$ cat config.mk
export PLATFORM = sky130hd
export DESIGN_NAME = mmio_timer
export DESIGN_NICKNAME = d
export VERILOG_FILES = /design/src/rtl/mmio_timer_pkg.sv /design/src/rtl/mmio_timer.sv
export SDC_FILE = /design/constraint.sdc
export NUM_CORES = 1
export LEC_CHECK = 0
export BUFFER_PORTS_ARGS = -buffer_cell sky130_fd_sc_hd__buf_2
export CORE_ASPECT_RATIO = 0.8
export CORE_UTILIZATION = 55
export CTS_CLUSTER_DIAMETER = 120
export CTS_CLUSTER_SIZE = 12
export DETAILED_ROUTE_END_ITERATION = 12
export PLACE_DENSITY = 0.79
export REMOVE_ABC_BUFFERS = 1
export SYNTH_ARGS = -nofsm -noshare
export SYNTH_HDL_FRONTEND = slang
export SYNTH_SLANG_ARGS = --single-unit
$ cat constraint.sdc
create_clock -name clk -period 6.03 [get_ports clk]
set_input_delay 0.3015 -clock clk [delete_from_list [all_inputs] [get_ports clk]]
set_output_delay 0.3015 -clock clk [all_outputs]
set_load 0.05 [all_outputs]
$ cat src/rtl/mmio_timer_pkg.sv
// Shared definitions for the memory-mapped down-counter timer:
// FSM encodings, register offsets, CTRL bit positions and mode codes.
package timer_defs;

   typedef enum logic [1:0] {
      IDLE = 2'd0,
      LOAD = 2'd1,
      CNT  = 2'd2,
      INT  = 2'd3
   } timer_state_t;

   localparam logic [1:0] OFF_CTRL   = 2'd0;
   localparam logic [1:0] OFF_PRESET = 2'd1;
   localparam logic [1:0] OFF_COUNT  = 2'd2;

   localparam int EN      = 0;
   localparam int MODE_LO = 1;
   localparam int MODE_HI = 2;
   localparam int IM      = 3;

   localparam logic [1:0] MODE_ONESHOT = 2'b00;
   localparam logic [1:0] MODE_RELOAD  = 2'b01;

endpackage

$ cat src/rtl/mmio_timer.sv
// Programmable down-counter timer on the CPU data-memory bus with a level
// interrupt toward CP0. The FSM state is exported on state_dbg.
module mmio_timer
   import timer_defs::*;
#(
   parameter int CNT_W = 32
) (
   input  logic             clk,
   input  logic             rst,
   input  logic [1:0]       addr,
   input  logic             we,
   input  logic [CNT_W-1:0] din,
   output logic [CNT_W-1:0] dout,
   output logic             irq,
   output logic [1:0]       state_dbg
);

   localparam logic [CNT_W-1:0] ONE = {{(CNT_W-1){1'b0}}, 1'b1};

   timer_state_t     state, state_n;
   logic [3:0]       ctrl, ctrl_n;
   logic [CNT_W-1:0] preset, preset_n;
   logic [CNT_W-1:0] count, count_n;
   logic             irq_pend, irq_pend_n;
   logic             pend_set, pend_clr;
   logic             ctrl_wr;

   assign ctrl_wr = we && (addr == OFF_CTRL);

   always_ff @(posedge clk or negedge rst) begin
      if (!rst) begin
         state    <= IDLE;
         ctrl     <= 4'h0;
         preset   <= '0;
         count    <= '0;
         irq_pend <= 1'b0;
      end else begin
         state    <= state_n;
         ctrl     <= ctrl_n;
         preset   <= preset_n;
         count    <= count_n;
         irq_pend <= irq_pend_n;
      end
   end

   always_comb begin
      state_n    = state;
      ctrl_n     = ctrl;
      preset_n   = preset;
      count_n    = count;
      irq_pend_n = irq_pend;
      pend_set   = 1'b0;
      pend_clr   = 1'b0;

      case (state)
         IDLE: if (ctrl[EN]) state_n = LOAD;
         LOAD: begin
            count_n = preset;
            state_n = CNT;
         end
         CNT: begin
            // COUNT of 0 or 1 both expire here, so PRESET=0 acts like PRESET=1
            if (ctrl[EN]) begin
               if (count > ONE) begin
                  count_n = count - ONE;
               end else begin
                  count_n  = '0;
                  pend_set = 1'b1;
                  state_n  = INT;
               end
            end
         end
         INT: begin
            if (ctrl[MODE_HI:MODE_LO] == MODE_RELOAD) begin
               pend_clr = 1'b1;
               state_n  = LOAD;
            end else begin
               ctrl_n[EN] = 1'b0;
               state_n    = IDLE;
            end
         end
         default: state_n = IDLE;
      endcase

      // Bus writes are applied after the FSM so the CPU value wins for CTRL
      if (ctrl_wr) begin
         ctrl_n   = din[3:0];
         pend_clr = 1'b1;
      end
      if (we && (addr == OFF_PRESET)) preset_n = din;

      if (pend_set)      irq_pend_n = 1'b1;
      else if (pend_clr) irq_pend_n = 1'b0;
   end

   always_comb begin
      dout = '0;
      case (addr)
         OFF_CTRL:   dout = {{(CNT_W-4){1'b0}}, ctrl};
         OFF_PRESET: dout = preset;
         OFF_COUNT:  dout = count;
         default:    dout = '0;
      endcase
   end

   assign irq       = irq_pend & ctrl[IM];
   assign state_dbg = state;

endmodule
; ---- Yosys cells after proc, flatten, opt, wreduce, memory -nomap -nowiden
; Index checks and enable logic that the tools add are counted.
[word_totals]
register_bits = 71
inputBits = 37
elab_cells = 49
[op_classes]
addsub = 1
reduce_logical = 10
bitwise = 1
eq_ne = 10
magnitude_cmp = 1
muxes = 20
[op_table]
columns = op, count
row1 = $pmux 32 s3, 1
row2 = $mux 32, 2
row3 = $pmux 32 s2, 1
row4 = $gt 32x1->1 const B, 1
row5 = $sub 32x1->32 const B, 1
row6 = $mux 1, 12
row7 = $ne 2x2->1 const B, 4
row8 = $pmux 2 s4, 1
row9 = $eq 2x1->1 const B, 3
row10 = $eq 2x2->1 const B, 3
row11 = $mux 2, 3
row12 = $reduce_bool 2->1, 3
row13 = $logic_not 2->1, 2
row14 = $reduce_and 2->1, 2
row15 = $reduce_and 3->1, 1
row16 = $logic_and 1x1->1, 2
row17 = $and 1x1->1, 1

; ---- Longest topological paths before layout
[logic_depth]
word_depth = 6
ltp_mapped = 10
depth_no_buf = 8

; ---- Worst setup path after synthesis
; Ideal clock, no wire load.
[synth_path]
path_type = reg2reg
start = reg count[6]
end = reg count[29]
path_slack_ps = 3448
required_ps = 5904
period_less_slack_ps = 2582
arrival_time_ps = 2456
path_stages_with_launch = 8
n_path_buf = 2
cell_sequence = dfrtp_1 or4_1 buf_2 or4_4 o31ai_2 buf_4 o21ai_0 a221o_1
[synth_via]
elab_chain_len = 4
word_cells_on_any_way = 5
classes_between = add/sub: 1 / order compare: 1 / mux: 3
[synth_rtl]
columns = item, line_no
row1 = from (decl), mmio_timer.sv:23  ; logic [CNT_W-1:0] count, count_n;
row2 = from (signal assigned), mmio_timer.sv:41  ; count <= count_n;
row3 = $sub 32x1->32 or $gt 32x1->1 (tied branches), "mmio_timer.sv:65, mmio_timer.sv:64"
row4 = $mux 32 (*), mmio_timer.sv:64  ; if (count > ONE) begin
row5 = $mux 32 (*), mmio_timer.sv:63  ; if (ctrl[EN]) begin
row6 = $pmux 32 s2 (*), mmio_timer.sv:55  ; case (state)
; Every way passes the cells marked *; elsewhere a longest branch is shown, timed or not. The select of a mux whose other input is x is not followed.
; A chain may end at the register's enable or synchronous reset.

; ---- Final worst setup path
[layout_path]
start = reg count[6]
end = reg state[1], in the netlist state_dbg[1]
[layout_via]
elab_chain_len = 3
[layout_rtl]
columns = item, line_no
row1 = $gt 32x1->1, mmio_timer.sv:64
row2 = $ne 2x2->1 (no source line), -
row3 = $reduce_and 3->1 (no source line), -
row4 = to (signal assigned), mmio_timer.sv:38  ; state <= state_n;
row5 = to (decl), mmio_timer.sv:20  ; timer_state_t state, state_n;
; Every way passes these cells.

==> flow_metrics.tcl <==
set metrics [dict create \
    finalSetupViolCount 0 \
    grt_pass1_wl_um 17460 \
    htreeDepth 3 \
    first_pass_iters 5 \
    period_share_pct 54.64 \
    clock-sinks 71 \
    start_util_pct 57.44 \
    synthArstFlopShare_pct 100.0 \
    area_growth_pct 14.21 \
    cap_violations 0 \
    ys_types 47 \
    cts_inserted_buffers 9 \
    clk_latency_ps 350 \
    pwr_density_cell_mw_per_mm2 474.7 \
    hold_buffers 0 \
    synthesis.area_mm2 0.003998 \
    cp-end-kind "flip-flop" \
    start_kind "flip-flop" \
    cts_tree "built" \
    grt_pass1_vias 3598 \
    worstRegToRegCells 5 \
    post-layout-total-power_mw 2.167 \
    die_area_mm2 0.007615 \
    placedCellCount 534 \
    crit_type "flip-flop to flip-flop" \
    dieWidth_um 97.32 \
    grt_max_degree 72 \
    peakVddDrop_mv 0.2914 \
    hpwl_um 6972 \
    viasPerCell 6.598 \
    worstSetupEndpoint "state_dbg[1]" \
    cts_root_buffer "clkbuf_8" \
    synth_warnings 0 \
    r2r_setup_slack_ps 2740 \
    post-cts-setup-buffers 0 \
    drt-initial-drc-count 327 \
    crit_required_ps 6270 \
    skew_ps 7.995 \
    arrival_ps 3540 \
    synth-edff-count 0 \
    diodes 0 \
    drc_errors 0 \
    fmax_mhz 303.5 \
    cp_max_fo 13 \
    postRouteWirelength_um 10370 \
    io_buffers 71 \
    final_antenna_net_count 0 \
    postSynthAreaPerCell_um2 10.04 \
    fin_nets 502 \
    routed-via-count 3609 \
    design_area_mm2 0.004566 \
    rsz0062_at_grt "false" \
    leakage_nw 1.993 \
    relSlewSlack_pct 22.60 \
    hold_class "input port to async pin" \
    gr-total-overflow 0 \
    synth.ff_latch_count 71 \
    ios 72 \
    num-fill-cells 593 \
    path_clk_slew_ps 70 \
    synthCells 398 \
    antenna_found_initial 0 \
    hold_viol 0 \
    synth_ff_type "dfrtp_1" \
    whs_ps 143.5 \
    instances_no_fill 547 \
    worst_pin_slew_ps 1156 \
    place_area_mm2 0.004395 \
    drive_gt1_share_pct 28.91 \
    place.gp.congestion 0.9307 \
    fin_setup_tns_ps 0 \
    startpoint "count[6]" \
    wl_per_cell_um 18.95 \
    cts.path.max_buffers 2 \
    synth.yosys.seq_area_share_pct 44.44 \
    rows 27 \
    r2r_start "count[6]" \
    timing.rr.end "state_dbg[1]" \
    slew_viol_final 0 \
    outcome "finished, final reports clean" \
    fin_crit_ps 3295 \
    grt_usage_pct 28.70 \
    post_cts_resized 0 \
    die_h_um 78.26 \
    core-area_mm2 0.006959 \
]
cell usage in the layout, fill, tap and decap left out, types with 2 or more instances in the layout:
cell and count:
o31ai_1 3, a21oi_1 7, buf_4 6, a31oi_1 4
buf_2 71, nor4_1 6, nor3b_1 4, and3_1 3
and2_1 3, clkbuf_8 12, o211ai_1 5, nor3_1 20
o21ai_0 24, nand2b_1 2, a22o_1 29, mux2_2 35
a22oi_1 7, inv_1 9, or3_1 5, ha_1 7
or4_1 4, dfrtp_1 71, o311ai_0 7, nor2b_2 3
nand3_1 14, nand2_1 38, mux2i_1 4, nor2_1 20
nand4_1 3, a221o_1 14, o41ai_1 5
per-stage QoR:
step	util, %	worst slack [ps]
after global placement	63.16	2853
after floorplan	-	2391
after global routing	65.61	2551
after CTS	65.61	2738
after detailed placement	63.16	2740
final	65.61	2735
layer usage:
| layer | vias up | share of wire [%] | GRT usage, % |
|---|---|---|---|
| met3 | 25 | 6.6 | 6.411 |
| met4 | 0 | 2.0 | 10.44 |
| met2 | 174 | 46 | 46.48 |
| li1 | 1652 | - | - |
| met5 | - | 0 | 0 |
| met1 | 1758 | 45 | 38.18 |
Yosys cell counts, types with 2 or more instances:
cell	n	area [um2]
dfrtp_1	71	1777
nand2_1	38	142.6
mux2_2	35	394.1
a22o_1	29	254.0
o21ai_0	24	120.1
clkbuf_1	20	75.07
nor2_1	20	75.07
nor3_1	20	100.1
a221o_1	14	140.1
nand3_1	14	70.07
inv_1	9	33.78
a21oi_1	7	35.03
a22oi_1	7	52.55
ha_1	7	87.58
o311ai_0	7	61.31
nor4_1	6	37.54
o211ai_1	5	37.54
o41ai_1	5	43.79
or3_1	5	31.28
a31oi_1	4	25.02
buf_1	4	15.01
mux2i_1	4	40.04
nor3b_1	4	30.03
or4_1	4	30.03
and2_1	3	18.77
and3_1	3	18.77
nand4_1	3	18.77
nor2b_1	3	18.77
o31ai_1	3	22.52
buf_2	2	10.01
nand2b_1	2	12.51
flip-flops by register name (all words and copies together), names as in the netlist:
register	cells
ctrl	4
count	32
preset	32
irq_pend	1
state_dbg	2
power by group:
group          total [mW]  leakage, nW  switching (mW)  internal [mW]
Clock               0.346       0.0902           0.171          0.176
Combinational       0.947         1.06           0.592          0.356
Sequential          0.874        0.846           0.234          0.639
worst min-delay path by stage:
stage,start,to,slack (ps),cells after the start
2_1_floorplan,rst,count[0],6,0
5_1_grt,din[19],preset[19],170,2
3_5_place_dp,preset[9],count[9],510,2
6_report,rst,preset[31],140,2
3_3_place_gp,preset[9],count[9],490,2
4_1_cts,din[4],preset[4],170,2
critical path, stage by stage, from the launching register on:
cell,delay [ps]
dfrtp_1,440
or4_1,680
or4_4,590
o31ai_2,770
o21ai_0,350
mux2_2,350
layout make-up:
cell class / instances / area [um2] / share of cell area [%]
clock buffer: 12 / 165.2 / 3.617
clock inverter: 1 / 5.005 / 0.1096
inverter: 9 / 33.78 / 0.7399
multi-input combinational: 290 / 2076 / 45.46
sequential: 71 / 1777 / 38.91
tap: 87 / 108.9 / 2.384
timing repair buffer: 77 / 400.4 / 8.770
kinds of logic (layout without fill, tap and decap cells):
| logic type | Yosys count | after routing | share of synthesized area, % |
|---|---|---|---|
| compound gates | 116 | 116 | 22.57 |
| fa+ha+maj | 7 | 7 | 2.191 |
| buf+inv | 37 | 99 | 3.818 |
| flops | 71 | 71 | 44.44 |
| mux | 39 | 39 | 10.86 |
| simple gates | 128 | 128 | 16.12 |
(Power assumes the default switching activity.)
